==> src/rtl/half_to_fixed.sv <==
// half_to_fixed: reads an IEEE-754 half-precision operand from the byte-wide data
// memory and writes back the equivalent 16-bit sign-magnitude integer
// (truncated toward zero, saturating at 0x7FFF). The mantissa is aligned by a
// single-bit shifter, one position per cycle.
module half_to_fixed #(
    parameter int unsigned AW       = 8,
    parameter int unsigned SRC_ADDR = 0,
    parameter int unsigned DST_ADDR = 2
) (
    input  logic          clk,
    input  logic          reset,
    input  logic          start,
    output logic          busy,
    output logic          done,
    output logic [AW-1:0] DataAddress,
    output logic          ReadMem,
    output logic          WriteMem,
    output logic [7:0]    DataIn,
    input  logic [7:0]    DataOut
);

    localparam logic [AW-1:0] SrcLo = AW'(SRC_ADDR);
    localparam logic [AW-1:0] SrcHi = AW'(SRC_ADDR + 1);
    localparam logic [AW-1:0] DstLo = AW'(DST_ADDR);
    localparam logic [AW-1:0] DstHi = AW'(DST_ADDR + 1);

    typedef enum logic [2:0] {
        StIdle,
        StRdLo,
        StRdHi,
        StClass,
        StShift,
        StWrLo,
        StWrHi,
        StDone
    } state_t;

    state_t      state_q;
    logic [15:0] op_q;
    logic [14:0] w_q;
    logic        shl_q;
    logic [3:0]  cnt_q;
    logic        sign_q;

    logic [4:0]  exp_f;
    logic [9:0]  man_f;
    logic [3:0]  n_right;
    logic [3:0]  n_left;
    logic [15:0] res;

    assign exp_f   = op_q[14:10];
    assign man_f   = op_q[9:0];
    // Only meaningful for 15 <= exp <= 24 and 25 <= exp <= 29 respectively.
    assign n_right = 4'(5'd25 - exp_f);
    assign n_left  = 4'(exp_f - 5'd25);
    // sign_q is cleared whenever the magnitude is zero or the operand is NaN.
    assign res     = {sign_q, w_q};

    // Control FSM and datapath registers, with registered busy/done flags.
    always_ff @(posedge clk) begin
        if (reset) begin
            state_q <= StIdle;
            busy    <= 1'b0;
            done    <= 1'b0;
            op_q    <= '0;
            w_q     <= '0;
            shl_q   <= 1'b0;
            cnt_q   <= '0;
            sign_q  <= 1'b0;
        end else begin
            case (state_q)
                StIdle, StDone: begin
                    if (start) begin
                        state_q <= StRdLo;
                        busy    <= 1'b1;
                        done    <= 1'b0;
                    end
                end
                StRdLo: begin
                    op_q[7:0] <= DataOut;
                    state_q   <= StRdHi;
                end
                StRdHi: begin
                    op_q[15:8] <= DataOut;
                    state_q    <= StClass;
                end
                StClass: begin
                    shl_q <= 1'b0;
                    cnt_q <= '0;
                    if (exp_f < 5'd15) begin
                        // Below 1.0 (including zero and subnormals) truncates to 0.
                        w_q     <= '0;
                        sign_q  <= 1'b0;
                        state_q <= StWrLo;
                    end else if (exp_f < 5'd25) begin
                        w_q     <= {4'b0, 1'b1, man_f};
                        sign_q  <= op_q[15];
                        cnt_q   <= n_right;
                        state_q <= StShift;
                    end else if (exp_f < 5'd30) begin
                        w_q     <= {4'b0, 1'b1, man_f};
                        sign_q  <= op_q[15];
                        shl_q   <= 1'b1;
                        cnt_q   <= n_left;
                        state_q <= (exp_f == 5'd25) ? StWrLo : StShift;
                    end else if (exp_f == 5'd31 && man_f != 10'd0) begin
                        // NaN: saturate with positive sign.
                        w_q     <= 15'h7FFF;
                        sign_q  <= 1'b0;
                        state_q <= StWrLo;
                    end else begin
                        w_q     <= 15'h7FFF;
                        sign_q  <= op_q[15];
                        state_q <= StWrLo;
                    end
                end
                StShift: begin
                    w_q   <= shl_q ? (w_q << 1) : (w_q >> 1);
                    cnt_q <= cnt_q - 4'd1;
                    if (cnt_q == 4'd1) begin
                        state_q <= StWrLo;
                    end
                end
                StWrLo: begin
                    state_q <= StWrHi;
                end
                StWrHi: begin
                    state_q <= StDone;
                    busy    <= 1'b0;
                    done    <= 1'b1;
                end
                default: begin
                    state_q <= StIdle;
                    busy    <= 1'b0;
                    done    <= 1'b0;
                end
            endcase
        end
    end

    // Memory port decode, driven from the state register only.
    always_comb begin
        DataAddress = '0;
        ReadMem     = 1'b0;
        WriteMem    = 1'b0;
        DataIn      = 8'h00;
        case (state_q)
            StRdLo: begin
                DataAddress = SrcLo;
                ReadMem     = 1'b1;
            end
            StRdHi: begin
                DataAddress = SrcHi;
                ReadMem     = 1'b1;
            end
            StWrLo: begin
                DataAddress = DstLo;
                DataIn      = res[7:0];
                WriteMem    = 1'b1;
            end
            StWrHi: begin
                DataAddress = DstHi;
                DataIn      = res[15:8];
                WriteMem    = 1'b1;
            end
            default: begin
            end
        endcase
    end

endmodule
==> config.mk <==
export PLATFORM = sky130hd
export DESIGN_NAME = half_to_fixed
export DESIGN_NICKNAME = d
export VERILOG_FILES = /design/src/rtl/half_to_fixed.sv
export SDC_FILE = /design/constraint.sdc
export NUM_CORES = 1
export LEC_CHECK = 0
export ABC_AREA = 1
export BUFFER_PORTS_ARGS = -buffer_cell sky130_fd_sc_hd__buf_4
export CAP_MARGIN = 15
export CORE_AREA = 2 2 71 73
export CTS_BUF_LIST = sky130_fd_sc_hd__clkbuf_4
export DETAILED_ROUTE_END_ITERATION = 6
export DIE_AREA = 0 0 73 75
export PLACE_DENSITY = 0.8
export SLEW_MARGIN = 30
export SYNTH_ARGS = -nofsm -noshare
export SYNTH_HDL_FRONTEND = slang
export SYNTH_SLANG_ARGS = --single-unit
==> constraint.sdc <==
create_clock -name clk -period 1.4 [get_ports clk]
set_input_delay 0.07 -clock clk [delete_from_list [all_inputs] [get_ports clk]]
set_output_delay 0.07 -clock clk [all_outputs]
set_load 0.05 [all_outputs]
==> summary.md <==
| Metric | Value |
|---|---|
| Htree depth | `2` |
| Worst hold path startpoint | `DataOut[4]` |
| Final Hold Fails | `0` |
| Failing checks | `setup timing` |
| Largest net degree at the start of global routing | `27` |
| Core Region | `4660 µm²` |
| Path depth of the worst reg2reg path | `9` |
| Hold WC Path Type | `in -> reg` |
| Grt ovf | `0` |
| Routability Congestion | `0.890` |
| Clk sinks | `42` |
| Area of the multi-input gates | `1570 µm²` |
| Most frequent cells in the layout | `65 x nand2_1, 47 x inv_1, 39 x buf_4` |
| Critical path buffers and inverters | `3` |
| Register area | `857 µm²` |
| Antenna viol nets, final | `0` |
| CTS root buffer | `clkbuf_4` |
| Max Clk Rate | `0.610 GHz` |
| Power per cell area | `1740 nW/µm²` |
| Crit-path cells | `buf_4, nand3_2, buf_12, o22ai_4, buf_6` |
| First-pass GRT wire length | `11600 µm` |
| Critical path required time | `1330 ps` |
| Antenna violations before repair | `0` |
| Longest Clk Path Bufs | `2` |
| Placed Area | `2900 µm²` |
| Worst setup margin | `-239 ps` |
| Vias in the first global route | `2492` |
| IO Pins | `31` |
| Synth Instances | `371` |
| Peak VDD IR | `1.21 mV` |
| Capturing point of the worst reg2reg path | `w_q[13]$_SDFFE_PP0P_` |
| CP Launch Point | `state_q[0]$_SDFFE_PP0P_` |
| CTS tree | `yes` |
| Slew Limit Fails | `0` |
| Tmin final | `1640 ps` |
| Commonest non-fill, non-tap cell in the layout | `nand2_1` |
| Adder-cell share of the synthesized area | `0.0408` |
| Post-synthesis mux area share | `0` |
| Synth Area per Inst | `6.61 µm²` |
| Leak | `1.40 nW` |
| Post-Synth Simple-Gate Area | `0.253` |
| Worst reg2reg path startpoint | `state_q[0]$_SDFFE_PP0P_` |
| Worst Setup Path Type | `reg -> out` |
| Critical path peak fanout | `8` |
| Critical path capture point type | `output port` |
| Largest delay contributor family on the critical path | `buffers and inverters` |
| Final WL | `7610 µm` |
| Die outline area | `5480 µm²` |
| WL/cell | `15.6 µm` |
| Setup Viol. Count Final | `34` |
| CP peak stage delay | `380 ps` |
| Hold depth | `3` |
| Worst Skew | `17.7 ps` |
| Iter 0 DRT Violations | `136` |
| P&R area growth vs syn | `42.2%` |
| Vias/cell | `5.60` |
| Complex-gate fraction of the synthesized area | `0.211` |
| Initial Util | `0.526` |
| Seq/Total Area, Yosys | `0.343` |
| First-pass DRT Iterations | `5` |
| Crit-path slowest cell | `dfxtp_4` |
| Post-Syn Area | `2450 µm²` |
| Synth Warn # | `0` |
| Final-stage net count | `452` |
| RSZ-0062 raised after global routing | `yes` |
| Cell variety after synth | `27` |
| Final instance area | `3490 µm²` |
| Port bufs | `24` |
| Post-Synth XOR/XNOR Area | `0.00357` |
| Cell count along the critical path | `5` |
| Worst Setup EP | `DataIn[4]` |
| # rows | `25` |
| Residual DRC | `0` |
| Non-filler cells, final | `488` |
| Placed cell count | `453` |
| CTS buffer count | `5` |
| Clk_lat worst skew | `380 ps` |
| Layout cell share with drive strength beyond 1 | `0.311` |
| Yosys reg bits | `42` |
| Main combinational cell family by area after synthesis | `simple AND/OR/NAND/NOR gates` |
| # fillers | `346` |
| Reg2Reg Setup Slack | `-180 ps` |
| Die Y | `75 µm` |
| Status | `finished with violations` |
| DP HPWL | `4670 µm` |
| Die X | `73 µm` |
| Clock Pin Slew Worst Setup and Hold Paths | `150 ps` |
| Critical Path AT | `1570 ps` |
| Total GRT Usage | `0.279` |
| Vias | `2731` |
| Period Utilization, post-route | `1.17` |
| N_diodes | `0` |
| MaxCap Viol Count | `0` |
| CP startpoint kind | `register` |
==> layer usage <==
metal	up-vias	part of all wire	global-route usage
met2	110	0.51	0.465
met5	-	0	0
met4	0	0.023	0.123
met1	1282	0.41	0.352
met3	19	0.057	0.0509
li1	1320	-	-
==> logic make-up (layout without fill, tap and decap cells) <==
logic type | after synthesis | in the layout
buffers and inverters | 79 | 136
xor gates and xnor gates | 1 | 1
AOI/OAI and AO/OA | 101 | 101
DFF | 42 | 42
adders and majority gates | 8 | 8
and+or+nand+nor | 139 | 140
other | 1 | 6
==> report_power, final <==
| part | internal [mW] | leakage (nW) | switching, mW | total [mW] |
|---|---|---|---|---|
| Combinational | 1.38 | 1.02 | 2.13 | 3.50 |
| Sequential | 1.58 | 0.346 | 0.331 | 1.91 |
| Clock | 0.203 | 0.0321 | 0.456 | 0.660 |
| Total | 3.16 | 1.40 | 2.92 | 6.07 |
==> through the flow <==
stage / setup slack (ps) / utilization / hold slack (ps) / TNS, ps / total power [mW]
finish: -239 / 0.749 / 4.55 / -4330 / 6.07
detailed placement: -90.8 / 0.622 / 356 / -855 / 4.49
global placement: -8.31 / 0.622 / 353 / -29.9 / 4.41
CTS: -226 / 0.704 / 0.210 / -2050 / 5.58
floorplan: -104 / - / 234 / -797 / 3.78
global route: -283 / 0.749 / -1.66 / -6020 / 6.44
==> synth_stat cells, drive strengths merged <==
master,count,area [µm²]
clkbuf,5,18.8
nor2,28,123
conb,1,3.75
xnor2,1,8.76
o22ai,6,37.5
nand2,79,307
buf,17,126
o21ai,54,270
a31oi,1,6.26
nand4,4,25.0
inv,57,216
o211ai,1,7.51
nand3b,1,7.51
ha,8,100
nand3,27,160
a21oi,39,195
dfxtp,42,841
==> how the worst min path moves through the flow <==
stage                                  to  slack (ps)
global placement    op_q[10]$_SDFFE_PP0P_         350
finish              op_q[12]$_SDFFE_PP0P_           5
global route        op_q[12]$_SDFFE_PP0P_          -2
CTS                  op_q[7]$_SDFFE_PP0P_         0.2
detailed placement  op_q[10]$_SDFFE_PP0P_         360
floorplan            op_q[2]$_SDFFE_PP0P_         230
==> sequential cells by signal, summed over array words and instances, names as in the netlist <==
signal / cells
op_q: 16
w_q: 15
cnt_q: 4
state_q: 3
busy: 1
done: 1
shl_q: 1
sign_q: 1
==> tightest hold or removal path, cell delays in order <==
cell     delay [ps]
buf_4            90
o21ai_1          80
a21oi_2         100
==> what timing repair did <==
item | in CTS | in global routing
pin swaps | 7 | 11
hold buffers | 7 | 1
gates resized for setup | 58 | 42
setup buffers | 11 | 5
hold endpoints to repair | 11 | 3
gates cloned | 2 | 1
setup endpoints to repair | 34 | 42
==> area by class of cell <==
class / instances / share of cell area
Multi-Input combinational cell: 256 / 0.451
Sequential cell: 42 / 0.246
Timing Repair Buffer: 70 / 0.193
Inverter: 57 / 0.0714
Tap cell: 54 / 0.0194
Clock buffer: 5 / 0.0108
Clock inverter: 3 / 0.00645
Timing Repair inverter: 1 / 0.00215
(Power assumes the default switching activity.)
